### src/rtl/ex_if.sv
// ex_if: ID/EX operands and controls in, EX/MEM boundary and flags out; FORWARDING_EN adds bypass inputs
interface ex_if #(
    parameter int WIDTH = 8,
    parameter int RADDR = 3
);
    logic             stall;
    logic             flush;
    logic [WIDTH-1:0] r1;
    logic [WIDTH-1:0] r2;
    logic [WIDTH-1:0] const_disp;
    logic [2:0]       sc;
    logic [RADDR-1:0] dest;
    logic [3:0]       alu_function;
    logic             alu_input_b_sel;
    logic             dm_mem_write;
    logic             reg_write;
    logic             reg_write_data_sel;
    logic             z_enb;
    logic             c_enb;
`ifdef FORWARDING_EN
    logic [RADDR-1:0] src1;
    logic [RADDR-1:0] src2;
    logic             mem_fwd_we;
    logic [RADDR-1:0] mem_fwd_dest;
    logic [WIDTH-1:0] mem_fwd_data;
    logic             wb_fwd_we;
    logic [RADDR-1:0] wb_fwd_dest;
    logic [WIDTH-1:0] wb_fwd_data;
`endif
    logic [WIDTH-1:0] alu_result_q;
    logic [WIDTH-1:0] store_data_q;
    logic [RADDR-1:0] dest_q;
    logic             dm_mem_write_q;
    logic             reg_write_q;
    logic             reg_write_data_sel_q;
    logic             z_flag;
    logic             c_flag;

    modport master (
        output stall, flush, r1, r2, const_disp, sc, dest, alu_function, alu_input_b_sel,
               dm_mem_write, reg_write, reg_write_data_sel, z_enb, c_enb,
`ifdef FORWARDING_EN
        output src1, src2, mem_fwd_we, mem_fwd_dest, mem_fwd_data,
               wb_fwd_we, wb_fwd_dest, wb_fwd_data,
`endif
        input  alu_result_q, store_data_q, dest_q, dm_mem_write_q, reg_write_q,
               reg_write_data_sel_q, z_flag, c_flag
    );

    modport slave (
        input  stall, flush, r1, r2, const_disp, sc, dest, alu_function, alu_input_b_sel,
               dm_mem_write, reg_write, reg_write_data_sel, z_enb, c_enb,
`ifdef FORWARDING_EN
        input  src1, src2, mem_fwd_we, mem_fwd_dest, mem_fwd_data,
               wb_fwd_we, wb_fwd_dest, wb_fwd_data,
`endif
        output alu_result_q, store_data_q, dest_q, dm_mem_write_q, reg_write_q,
               reg_write_data_sel_q, z_flag, c_flag
    );
endinterface

### src/rtl/ex_stage.sv
// ex_stage: execute stage (operand select, ALU/shifter, Z/C flags, EX/MEM register); FORWARDING_EN enables MEM/WB bypass
module ex_stage #(
    parameter int WIDTH = 8,
    parameter int RADDR = 3
) (
    input logic clk,
    input logic rst,
    ex_if.slave ex
);
    logic [WIDTH-1:0]   op_a;
    logic [WIDTH-1:0]   op_r2;
    logic [WIDTH-1:0]   op_b;
    logic [WIDTH:0]     arith;
    logic [2*WIDTH-1:0] wide;
    logic [WIDTH-1:0]   alu_result_d;
    logic               c_d;
    logic               c_aff;
    logic               z_d;
    logic               cin;

`ifdef FORWARDING_EN
    assign op_a  = (ex.src1 != '0 && ex.mem_fwd_we && ex.mem_fwd_dest == ex.src1) ? ex.mem_fwd_data :
                   (ex.src1 != '0 && ex.wb_fwd_we  && ex.wb_fwd_dest  == ex.src1) ? ex.wb_fwd_data  : ex.r1;
    assign op_r2 = (ex.src2 != '0 && ex.mem_fwd_we && ex.mem_fwd_dest == ex.src2) ? ex.mem_fwd_data :
                   (ex.src2 != '0 && ex.wb_fwd_we  && ex.wb_fwd_dest  == ex.src2) ? ex.wb_fwd_data  : ex.r2;
`else
    assign op_a  = ex.r1;
    assign op_r2 = ex.r2;
`endif
    assign op_b = ex.alu_input_b_sel ? ex.const_disp : op_r2;
    assign cin  = ex.alu_function[0] & ex.c_flag;
    assign z_d  = (alu_result_d == '0);

    // ALU and shifter; shifts use a double-width vector so the last bit out lands at a fixed position
    always_comb begin
        arith        = '0;
        wide         = '0;
        alu_result_d = op_a;
        c_d          = 1'b0;
        c_aff        = 1'b1;
        case (ex.alu_function)
            4'd0, 4'd1: begin
                arith        = {1'b0, op_a} + {1'b0, op_b} + {{WIDTH{1'b0}}, cin};
                alu_result_d = arith[WIDTH-1:0];
                c_d          = arith[WIDTH];
            end
            4'd2, 4'd3: begin
                arith        = {1'b0, op_a} - {1'b0, op_b} - {{WIDTH{1'b0}}, cin};
                alu_result_d = arith[WIDTH-1:0];
                c_d          = arith[WIDTH];
            end
            4'd4: alu_result_d = op_a & op_b;
            4'd5: alu_result_d = op_a | op_b;
            4'd6: alu_result_d = op_a ^ op_b;
            4'd7: alu_result_d = op_b;
            4'd8: begin
                wide         = {{WIDTH{1'b0}}, op_a} << ex.sc;
                alu_result_d = wide[WIDTH-1:0];
                c_d          = wide[WIDTH];
            end
            4'd9: begin
                wide         = {op_a, {WIDTH{1'b0}}} >> ex.sc;
                alu_result_d = wide[2*WIDTH-1:WIDTH];
                c_d          = wide[WIDTH-1];
            end
            4'd10: begin
                wide         = {op_a, op_a} << ex.sc;
                alu_result_d = wide[2*WIDTH-1:WIDTH];
                c_d          = (ex.sc != 3'd0) & wide[WIDTH];
            end
            4'd11: begin
                wide         = {op_a, op_a} >> ex.sc;
                alu_result_d = wide[WIDTH-1:0];
                c_d          = (ex.sc != 3'd0) & wide[WIDTH-1];
            end
            default: c_aff = 1'b0;
        endcase
    end

    // EX/MEM boundary and flags: reset clears, flush bubbles with flags held, stall freezes everything
    always_ff @(posedge clk) begin
        if (rst) begin
            ex.alu_result_q         <= '0;
            ex.store_data_q         <= '0;
            ex.dest_q               <= '0;
            ex.dm_mem_write_q       <= 1'b0;
            ex.reg_write_q          <= 1'b0;
            ex.reg_write_data_sel_q <= 1'b0;
            ex.z_flag               <= 1'b0;
            ex.c_flag               <= 1'b0;
        end else if (ex.flush) begin
            ex.alu_result_q         <= '0;
            ex.store_data_q         <= '0;
            ex.dest_q               <= '0;
            ex.dm_mem_write_q       <= 1'b0;
            ex.reg_write_q          <= 1'b0;
            ex.reg_write_data_sel_q <= 1'b0;
        end else if (!ex.stall) begin
            ex.alu_result_q         <= alu_result_d;
            ex.store_data_q         <= op_r2;
            ex.dest_q               <= ex.dest;
            ex.dm_mem_write_q       <= ex.dm_mem_write;
            ex.reg_write_q          <= ex.reg_write;
            ex.reg_write_data_sel_q <= ex.reg_write_data_sel;
            if (ex.z_enb) ex.z_flag <= z_d;
            if (ex.c_enb && c_aff) ex.c_flag <= c_d;
        end
    end
endmodule
### src/flat_wrapper.sv
// flat-port wrapper written by rule: the top's interface ports become plain ports
module ex_stage_flat 
#(
    parameter int WIDTH = 8,
    parameter int RADDR = 3
)
  (clk, rst, ex_stall, ex_flush, ex_r1, ex_r2, ex_const_disp, ex_sc, ex_dest, ex_alu_function, ex_alu_input_b_sel, ex_dm_mem_write, ex_reg_write, ex_reg_write_data_sel, ex_z_enb, ex_c_enb, ex_alu_result_q, ex_store_data_q, ex_dest_q, ex_dm_mem_write_q, ex_reg_write_q, ex_reg_write_data_sel_q, ex_z_flag, ex_c_flag);
  ex_if #(.WIDTH(WIDTH), .RADDR(RADDR)) ex_i ();
  input logic clk;
  input logic rst;
  input wire logic [$bits(ex_i.stall)-1:0] ex_stall;
  input wire logic [$bits(ex_i.flush)-1:0] ex_flush;
  input wire logic [$bits(ex_i.r1)-1:0] ex_r1;
  input wire logic [$bits(ex_i.r2)-1:0] ex_r2;
  input wire logic [$bits(ex_i.const_disp)-1:0] ex_const_disp;
  input wire logic [$bits(ex_i.sc)-1:0] ex_sc;
  input wire logic [$bits(ex_i.dest)-1:0] ex_dest;
  input wire logic [$bits(ex_i.alu_function)-1:0] ex_alu_function;
  input wire logic [$bits(ex_i.alu_input_b_sel)-1:0] ex_alu_input_b_sel;
  input wire logic [$bits(ex_i.dm_mem_write)-1:0] ex_dm_mem_write;
  input wire logic [$bits(ex_i.reg_write)-1:0] ex_reg_write;
  input wire logic [$bits(ex_i.reg_write_data_sel)-1:0] ex_reg_write_data_sel;
  input wire logic [$bits(ex_i.z_enb)-1:0] ex_z_enb;
  input wire logic [$bits(ex_i.c_enb)-1:0] ex_c_enb;
  output wire logic [$bits(ex_i.alu_result_q)-1:0] ex_alu_result_q;
  output wire logic [$bits(ex_i.store_data_q)-1:0] ex_store_data_q;
  output wire logic [$bits(ex_i.dest_q)-1:0] ex_dest_q;
  output wire logic [$bits(ex_i.dm_mem_write_q)-1:0] ex_dm_mem_write_q;
  output wire logic [$bits(ex_i.reg_write_q)-1:0] ex_reg_write_q;
  output wire logic [$bits(ex_i.reg_write_data_sel_q)-1:0] ex_reg_write_data_sel_q;
  output wire logic [$bits(ex_i.z_flag)-1:0] ex_z_flag;
  output wire logic [$bits(ex_i.c_flag)-1:0] ex_c_flag;
  assign ex_i.stall = ex_stall;
  assign ex_i.flush = ex_flush;
  assign ex_i.r1 = ex_r1;
  assign ex_i.r2 = ex_r2;
  assign ex_i.const_disp = ex_const_disp;
  assign ex_i.sc = ex_sc;
  assign ex_i.dest = ex_dest;
  assign ex_i.alu_function = ex_alu_function;
  assign ex_i.alu_input_b_sel = ex_alu_input_b_sel;
  assign ex_i.dm_mem_write = ex_dm_mem_write;
  assign ex_i.reg_write = ex_reg_write;
  assign ex_i.reg_write_data_sel = ex_reg_write_data_sel;
  assign ex_i.z_enb = ex_z_enb;
  assign ex_i.c_enb = ex_c_enb;
  assign ex_alu_result_q = ex_i.alu_result_q;
  assign ex_store_data_q = ex_i.store_data_q;
  assign ex_dest_q = ex_i.dest_q;
  assign ex_dm_mem_write_q = ex_i.dm_mem_write_q;
  assign ex_reg_write_q = ex_i.reg_write_q;
  assign ex_reg_write_data_sel_q = ex_i.reg_write_data_sel_q;
  assign ex_z_flag = ex_i.z_flag;
  assign ex_c_flag = ex_i.c_flag;
  ex_stage #(.WIDTH(WIDTH), .RADDR(RADDR)) u_core (.clk(clk), .rst(rst), .ex(ex_i));
endmodule
### config.mk
export PLATFORM = sky130hd
export DESIGN_NAME = ex_stage_flat
export DESIGN_NICKNAME = d
export VERILOG_FILES = /design/src/rtl/ex_if.sv /design/src/rtl/ex_stage.sv /design/src/flat_wrapper.sv
export SDC_FILE = /design/constraint.sdc
export NUM_CORES = 1
export LEC_CHECK = 0
export CAP_MARGIN = 20
export CORE_AREA = 3 3 79 111
export CTS_BUF_LIST = sky130_fd_sc_hd__clkbuf_8
export CTS_CLUSTER_SIZE = 8
export DETAILED_ROUTE_END_ITERATION = 10
export DIE_AREA = 0 0 82 114
export GPL_TIMING_DRIVEN = 0
export PLACE_DENSITY = 0.72
export SKIP_LAST_GASP = 1
export SLEW_MARGIN = 20
export SYNTH_ARGS = -nofsm -noshare
export SYNTH_HDL_FRONTEND = slang
export SYNTH_SLANG_ARGS = --single-unit
### constraint.sdc
create_clock -name clk -period 3.85 [get_ports clk]
set_input_delay 0.77 -clock clk [delete_from_list [all_inputs] [get_ports clk]]
set_output_delay 0.77 -clock clk [all_outputs]
set_load 0.05 [all_outputs]
==> results of run 1 <==
## layer usage
metal / wire length, um / global-route usage / up-vias
li1: - / - / 1755
met1: 4660 / 0.321 / 1785
met2: 6160 / 0.477 / 220
met3: 937 / 0.0458 / 74
met4: 923 / 0.151 / 0
met5: 0 / 0 / -
## worst min-delay path, delay by kind of cell (launching register included)
kind | cells | cell delay, ns
AO/OA/AOI/OAI | 1 | 0.05
AND/OR/NAND/NOR | 1 | 0.06
flip-flops | 1 | 0.32
## how the worst min path moves through the flow
stage / startpoint / endpoint / depth (start not counted)
2_1_floorplan: u_core.ex.alu_result_q[6]$_SDFFE_PP0N_ / u_core.ex.alu_result_q[6]$_SDFFE_PP0N_ / 2
3_3_place_gp: u_core.ex.alu_result_q[4]$_SDFFE_PP0N_ / u_core.ex.alu_result_q[4]$_SDFFE_PP0N_ / 2
3_5_place_dp: u_core.ex.alu_result_q[4]$_SDFFE_PP0N_ / u_core.ex.alu_result_q[4]$_SDFFE_PP0N_ / 2
4_1_cts: u_core.ex.alu_result_q[6]$_SDFFE_PP0N_ / u_core.ex.alu_result_q[6]$_SDFFE_PP0N_ / 2
5_1_grt: u_core.ex.alu_result_q[4]$_SDFFE_PP0N_ / u_core.ex.alu_result_q[4]$_SDFFE_PP0N_ / 2
6_report: u_core.ex.alu_result_q[6]$_SDFFE_PP0N_ / u_core.ex.alu_result_q[6]$_SDFFE_PP0N_ / 2
## final cells by class
class,count,area share
buffer,31,0.0383
timing repair buffer,64,0.145
clock buffer,4,0.0124
multi-input combinational,353,0.643
sequential,24,0.108
inverter,30,0.0253
tap,100,0.0281
## kinds of logic after synthesis
group,synth area share
simple gates,0.208
compound gates,0.233
buf+inv,0.0782
mux,0.194
fa+ha+maj,0.131
flops,0.138
xor+xnor,0.0176
## sequential cells by signal (all words and copies together) (netlist names)
name,cells
u_core.ex.z_flag,1
u_core.ex.reg_write_data_sel_q,1
u_core.ex.reg_write_q,1
u_core.ex.alu_result_q,8
u_core.ex.c_flag,1
u_core.ex.dest_q,3
u_core.ex.dm_mem_write_q,1
u_core.ex.store_data_q,8
## synth_stat cells, types with 3 or more instances
| cell | count | share of area |
|---|---|---|
| a2111oi_0 | 6 | 0.015 |
| a211oi_1 | 11 | 0.024 |
| a21o_1 | 3 | 0.0065 |
| a21oi_1 | 23 | 0.033 |
| a22oi_1 | 7 | 0.015 |
| a311oi_1 | 4 | 0.010 |
| a31oi_1 | 4 | 0.0072 |
| and3b_1 | 4 | 0.010 |
| buf_1 | 3 | 0.0032 |
| buf_2 | 10 | 0.014 |
| buf_6 | 3 | 0.0097 |
| clkbuf_1 | 14 | 0.015 |
| dfxtp_1 | 24 | 0.14 |
| fa_1 | 4 | 0.023 |
| ha_1 | 30 | 0.11 |
| inv_1 | 30 | 0.032 |
| mux2_2 | 12 | 0.039 |
| mux2i_1 | 26 | 0.075 |
| mux4_1 | 3 | 0.023 |
| mux4_2 | 9 | 0.058 |
| nand2_1 | 39 | 0.042 |
| nand2b_1 | 5 | 0.0090 |
| nand3_1 | 8 | 0.011 |
| nand3b_1 | 5 | 0.011 |
| nor2_1 | 57 | 0.061 |
| nor2b_1 | 3 | 0.0054 |
| nor3_1 | 6 | 0.0086 |
| nor3b_1 | 3 | 0.0065 |
| nor4_1 | 3 | 0.0054 |
| nor4b_1 | 3 | 0.0075 |
| o2111ai_1 | 3 | 0.0075 |
| o211ai_1 | 7 | 0.015 |
| o21a_1 | 4 | 0.0086 |
| o21ai_0 | 13 | 0.019 |
| o31ai_1 | 3 | 0.0065 |
| xnor2_1 | 3 | 0.0075 |
| xor2_1 | 4 | 0.010 |
## through the flow
stage / TNS, ns / area (um2) / total power, uW / worst slack (ns) / std cells
after global routing: 0 / 4450 / 1060 / 0.0344 / 606
after floorplan: 0 / 3490 / 623 / 0.169 / 439
after global placement: -6.85 / 4240 / 788 / -1.30 / 602
after CTS: 0 / 4350 / 975 / 0.0153 / 605
after detailed placement: -7.21 / 4240 / 791 / -1.27 / 602
final: 0 / 4450 / 1000 / 0.135 / 606
## timing repair
item	in CTS	in global routing
setup buffers	0	1
endpoints found under the setup margin	10	3
pin swaps	1	4
gates resized for setup	17	21
gates cloned	0	0
hold buffers	0	0
## where the power goes
group,internal [uW],switching (uW),total (uW)
clock network,91.1,75.0,166
logic,242,332,574
registers,257,4.57,261
==> results.cfg, run 1 <==
[sta]
rsz0062_at_grt = false
slew_headroom = 0.425
period_share = 0.965
hold_slack_ns = 0.470
fin_worst_skew_ns = 0.00332
max_freq_mhz = 269
worst_pin_slew_ns = 0.851
finalHoldViolCount = 0
maxSlewViolCount = 0
layout_min_cycle_time_ns = 3.71
finalSetupViolCount = 0

[critical_path]
start_kind = input port
r2r_end = u_core.ex.c_flag$_SDFFE_PP0P_
arrival_ns = 3.86
critPathKind = input port to register
crit_family = compound AO/OA/AOI/OAI gates
r2r-start = u_core.ex.c_flag$_SDFFE_PP0P_
max_stage_delay_ns = 0.53
cp_num_buf_inv = 2
rrSetupSlack_ns = 0.95
crit_path_start = ex_r2[0]
path_depth = 12
required_ns = 4.00
crit_end = u_core.ex.c_flag$_SDFFE_PP0P_
critPathMaxFanout = 3
path_cells = clkdlybuf4s50_1 > mux2i_4 > buf_4 > fa_1 > fa_1 > o21ai_2 > a211oi_1 > a31oi_1 > mux2i_1 > a2111oi_4 > o21ai_0 > a21oi_1
cp-end-kind = register
cp_common_cell = fa_1
worstRegToRegCells = 10
critPathSlowestCell = clkdlybuf4s50_1

[clock_network]
cts_buffer_depth = 2
insertion_delay_ns = 0.26
path_clk_slew_ns = 0.08
cts_tree = yes
cts_root_buffer = clkbuf_8
h-tree-depth = 1
numCtsBuffers = 3
cts.sinks = 24

[routing]
drtIter0Drc = 358
firstDrtPassIters = 5
wire_per_inst_um = 20.9
via_per_inst = 6.33
detail-route-antenna-nets = 0
drc = 0
via_count = 3834
wl_mm = 12.7

[hold_path]
hp-class = register to register

[synth]
synthFlopType = dfxtp_1
netlist_instances = 439
synth.distinct_cells = 67
synth-edff-count = 0
synthArstFlopShare = 0
synth_nets = 517
synthesis.area_um2 = 3490
yosysWarnings = 0
ys_ff_latch = 24
syn_area_per_cell_um2 = 7.94
synth-seq-area-share = 0.138

[placement]
port-buffer-count = 63
gp_congestion = 0.986
place_hpwl_mm = 10.1

[layout]
nets = 585
fillCellCount = 734
ff_latch_area_um2 = 480
drive_gt1_frac = 0.126
final_cell_mix = clkdlybuf4s50_1, nor2_1, nand2_1
utilization = 0.570
synthToLayoutAreaGrowth_pct = 27.5
multi_input_area_um2 = 2860
layout_commonest_cell = clkdlybuf4s50_1
antennaDiodeCount = 0

[global_routing]
grt_antenna_before_repair = 0
first_global_vias = 3931
grt_max_degree = 20
grt_pass1_wl_mm = 20.3
grt_overflow = 0
grt_usage = 0.278

[die]
coreArea_um2 = 7800
start_util = 0.447
dieWidth_um = 82
rows = 38
die_y_um = 114
die_area_um2 = 9350
io_pins = 68

[pwr]
power_density_nw_per_um2 = 225
power_leakage_uw = 0.00179
max-vdd-ir-drop_mv = 0.316

[run]
max_cap_viol_count = 0

[status]
run_status = finished clean
Note: power is estimated with default switching activity, not from simulation.
==> inputs of run 2 (changes only) <==
Settings changed: CORE_AREA 3 3 79 111 to 3 3 110 80, DIE_AREA 0 0 82 114 to 0 0 113 83, SLEW_MARGIN 20 to not set.
==> run 2 against run 1 <==
Via count grew 0.34%. Global-route usage shrank 0.46 points. Routed wire length grew 4.4%. Cell area grew 1.1%. Largest power group unchanged. Critical path type unchanged.
==> results.cfg, run 2 (synthesis results as in run 1) <==
[layout]
final_cell_mix = clkdlybuf4s50_1, nor2_1, nand2_1
multi_input_area_um2 = 2890
design_area_um2 = 4490
fillCellCount = 751
synthToLayoutAreaGrowth_pct = 28.9
ff_latch_area_um2 = 480
drive_gt1_frac = 0.138
nets = 586
instances_no_fill = 608
layout_commonest_cell = clkdlybuf4s50_1
utilization = 0.573
reg_top3 = u_core.ex.alu_result_q: 8 flops, u_core.ex.store_data_q: 8 flops, u_core.ex.dest_q: 3 flops
antennaDiodeCount = 0

[clock_network]
h-tree-depth = 1
cts_root_buffer = clkbuf_8
insertion_delay_ns = 0.27
cts_buffer_depth = 2
path_clk_slew_ns = 0.08
holdBufCountCts = 0
numCtsBuffers = 3
cts_tree = yes
cts.sinks = 24

[pwr]
max-vdd-ir-drop_mv = 0.163
power_leakage_uw = 0.00181
power_density_nw_per_um2 = 230

[critical_path]
worstRegToRegCells = 9
required_ns = 4.05
cp-end-kind = register
rrSetupSlack_ns = 0.90
arrival_ns = 3.96
critPathKind = input port to register
r2r-start = u_core.ex.c_flag$_SDFFE_PP0P_
start_kind = input port
critPathMaxFanout = 10
r2r_end = u_core.ex.z_flag$_SDFFE_PP0P_

[global_routing]
grt_max_degree = 14
grt_antenna_before_repair = 0
grt_pass1_wl_mm = 20.4
grt_overflow = 0
first_global_vias = 3588
grt_usage = 0.273

[placement]
postPlaceCellArea_um2 = 4240
gp_congestion = 0.996
port-buffer-count = 63
placed_cells = 603
post-place-ws_ns = -1.12
place_hpwl_mm = 10.3

[sta]
fin_worst_skew_ns = 0.00159
period_share = 0.977
rsz0062_at_grt = false
finalHoldViolCount = 0
max_freq_mhz = 266
layout_min_cycle_time_ns = 3.76
worst_pin_slew_ns = 0.863
finalSetupViolCount = 0
fin_setup_tns_ns = 0
slew_headroom = 0.423
maxSlewViolCount = 0
setup_ws_ns = 0.0888

[die]
io_pins = 68
dieWidth_um = 113
die_y_um = 83
coreArea_um2 = 7840
start_util = 0.445
rows = 27
die_area_um2 = 9380

[routing]
drc = 0
drtIter0Drc = 375
wire_per_inst_um = 21.8
via_per_inst = 6.33
detail-route-antenna-nets = 0
wl_mm = 13.2
firstDrtPassIters = 5
via_count = 3847

[hold_path]
hold_start = u_core.ex.alu_result_q[6]$_SDFFE_PP0N_
hp-class = register to register
min_to = u_core.ex.alu_result_q[6]$_SDFFE_PP0N_
min_path_cells = 2

[run]
max_cap_viol_count = 0

[status]
run_status = finished clean
-- run 2: changes by cell type in the layout (fill, tap and decap cells not counted), sizes merged --
cell	before	now
dlygate4sd2	2	0
dlymetal6s2s	3	5
buf	17	18
-- run 2: report_power, final --
part / switching (uW) / leakage (uW) / internal (uW)
registers: 4.77 / 0.000195 / 257
clock network: 84.3 / 0.0000288 / 91.6
logic: 348 / 0.00158 / 249
total: 437 / 0.00181 / 597
-- run 2: final cells by class --
type | instances | area share
Inverter | 30 | 0.0251
Sequential cell | 24 | 0.107
Buffer | 32 | 0.0395
Clock buffer | 4 | 0.0122
Multi-Input combinational cell | 353 | 0.643
Timing Repair Buffer | 64 | 0.145
Tap cell | 101 | 0.0281
-- run 2: worst max-delay path by stage --
stage                             from                                endpoint  cells after the start
finish                        ex_r1[3]           u_core.ex.z_flag$_SDFFE_PP0P_                     11
detailed placement  ex_alu_function[0]           u_core.ex.z_flag$_SDFFE_PP0P_                     14
global route          ex_const_disp[1]  u_core.ex.alu_result_q[7]$_SDFFE_PP0N_                     10
CTS                 ex_alu_function[0]           u_core.ex.z_flag$_SDFFE_PP0P_                     13
floorplan           ex_alu_input_b_sel           u_core.ex.z_flag$_SDFFE_PP0P_                     12
global placement    ex_alu_function[0]           u_core.ex.z_flag$_SDFFE_PP0P_                     14
-- run 2: timing repair --
item / 4_1_cts / 5_1_grt
pin swaps: 3 / 7
cloned: 0 / 0
resized for setup: 13 / 33
endpoints found under the setup margin: 10 / 4
buffers inserted: 0 / 1
-- run 2: worst max-delay path, stage by stage --
cell	delay, ns
clkdlybuf4s50_1	0.53
clkbuf_4	0.23
inv_1	0.11
ha_1	0.38
ha_2	0.26
nor4_4	0.41
a2111oi_4	0.14
a211o_1	0.33
a2111oi_4	0.41
a31oi_4	0.15
o31ai_2	0.24
-- run 2: through the flow --
stage	total power, uW	hold WS [ns]
after floorplan	623	0.691
after global placement	790	0.457
after detailed placement	795	0.455
after CTS	980	0.469
after global routing	1090	0.490
final	1030	0.467
-- run 2: per-layer routing --
layer / GRT usage / wire length, um / up-vias
li1: - / - / 1752
met5: 0 / 0 / -
met3: 0.0736 / 1520 / 19
met2: 0.385 / 5610 / 241
met1: 0.423 / 5940 / 1835
met4: 0.0328 / 149 / 0
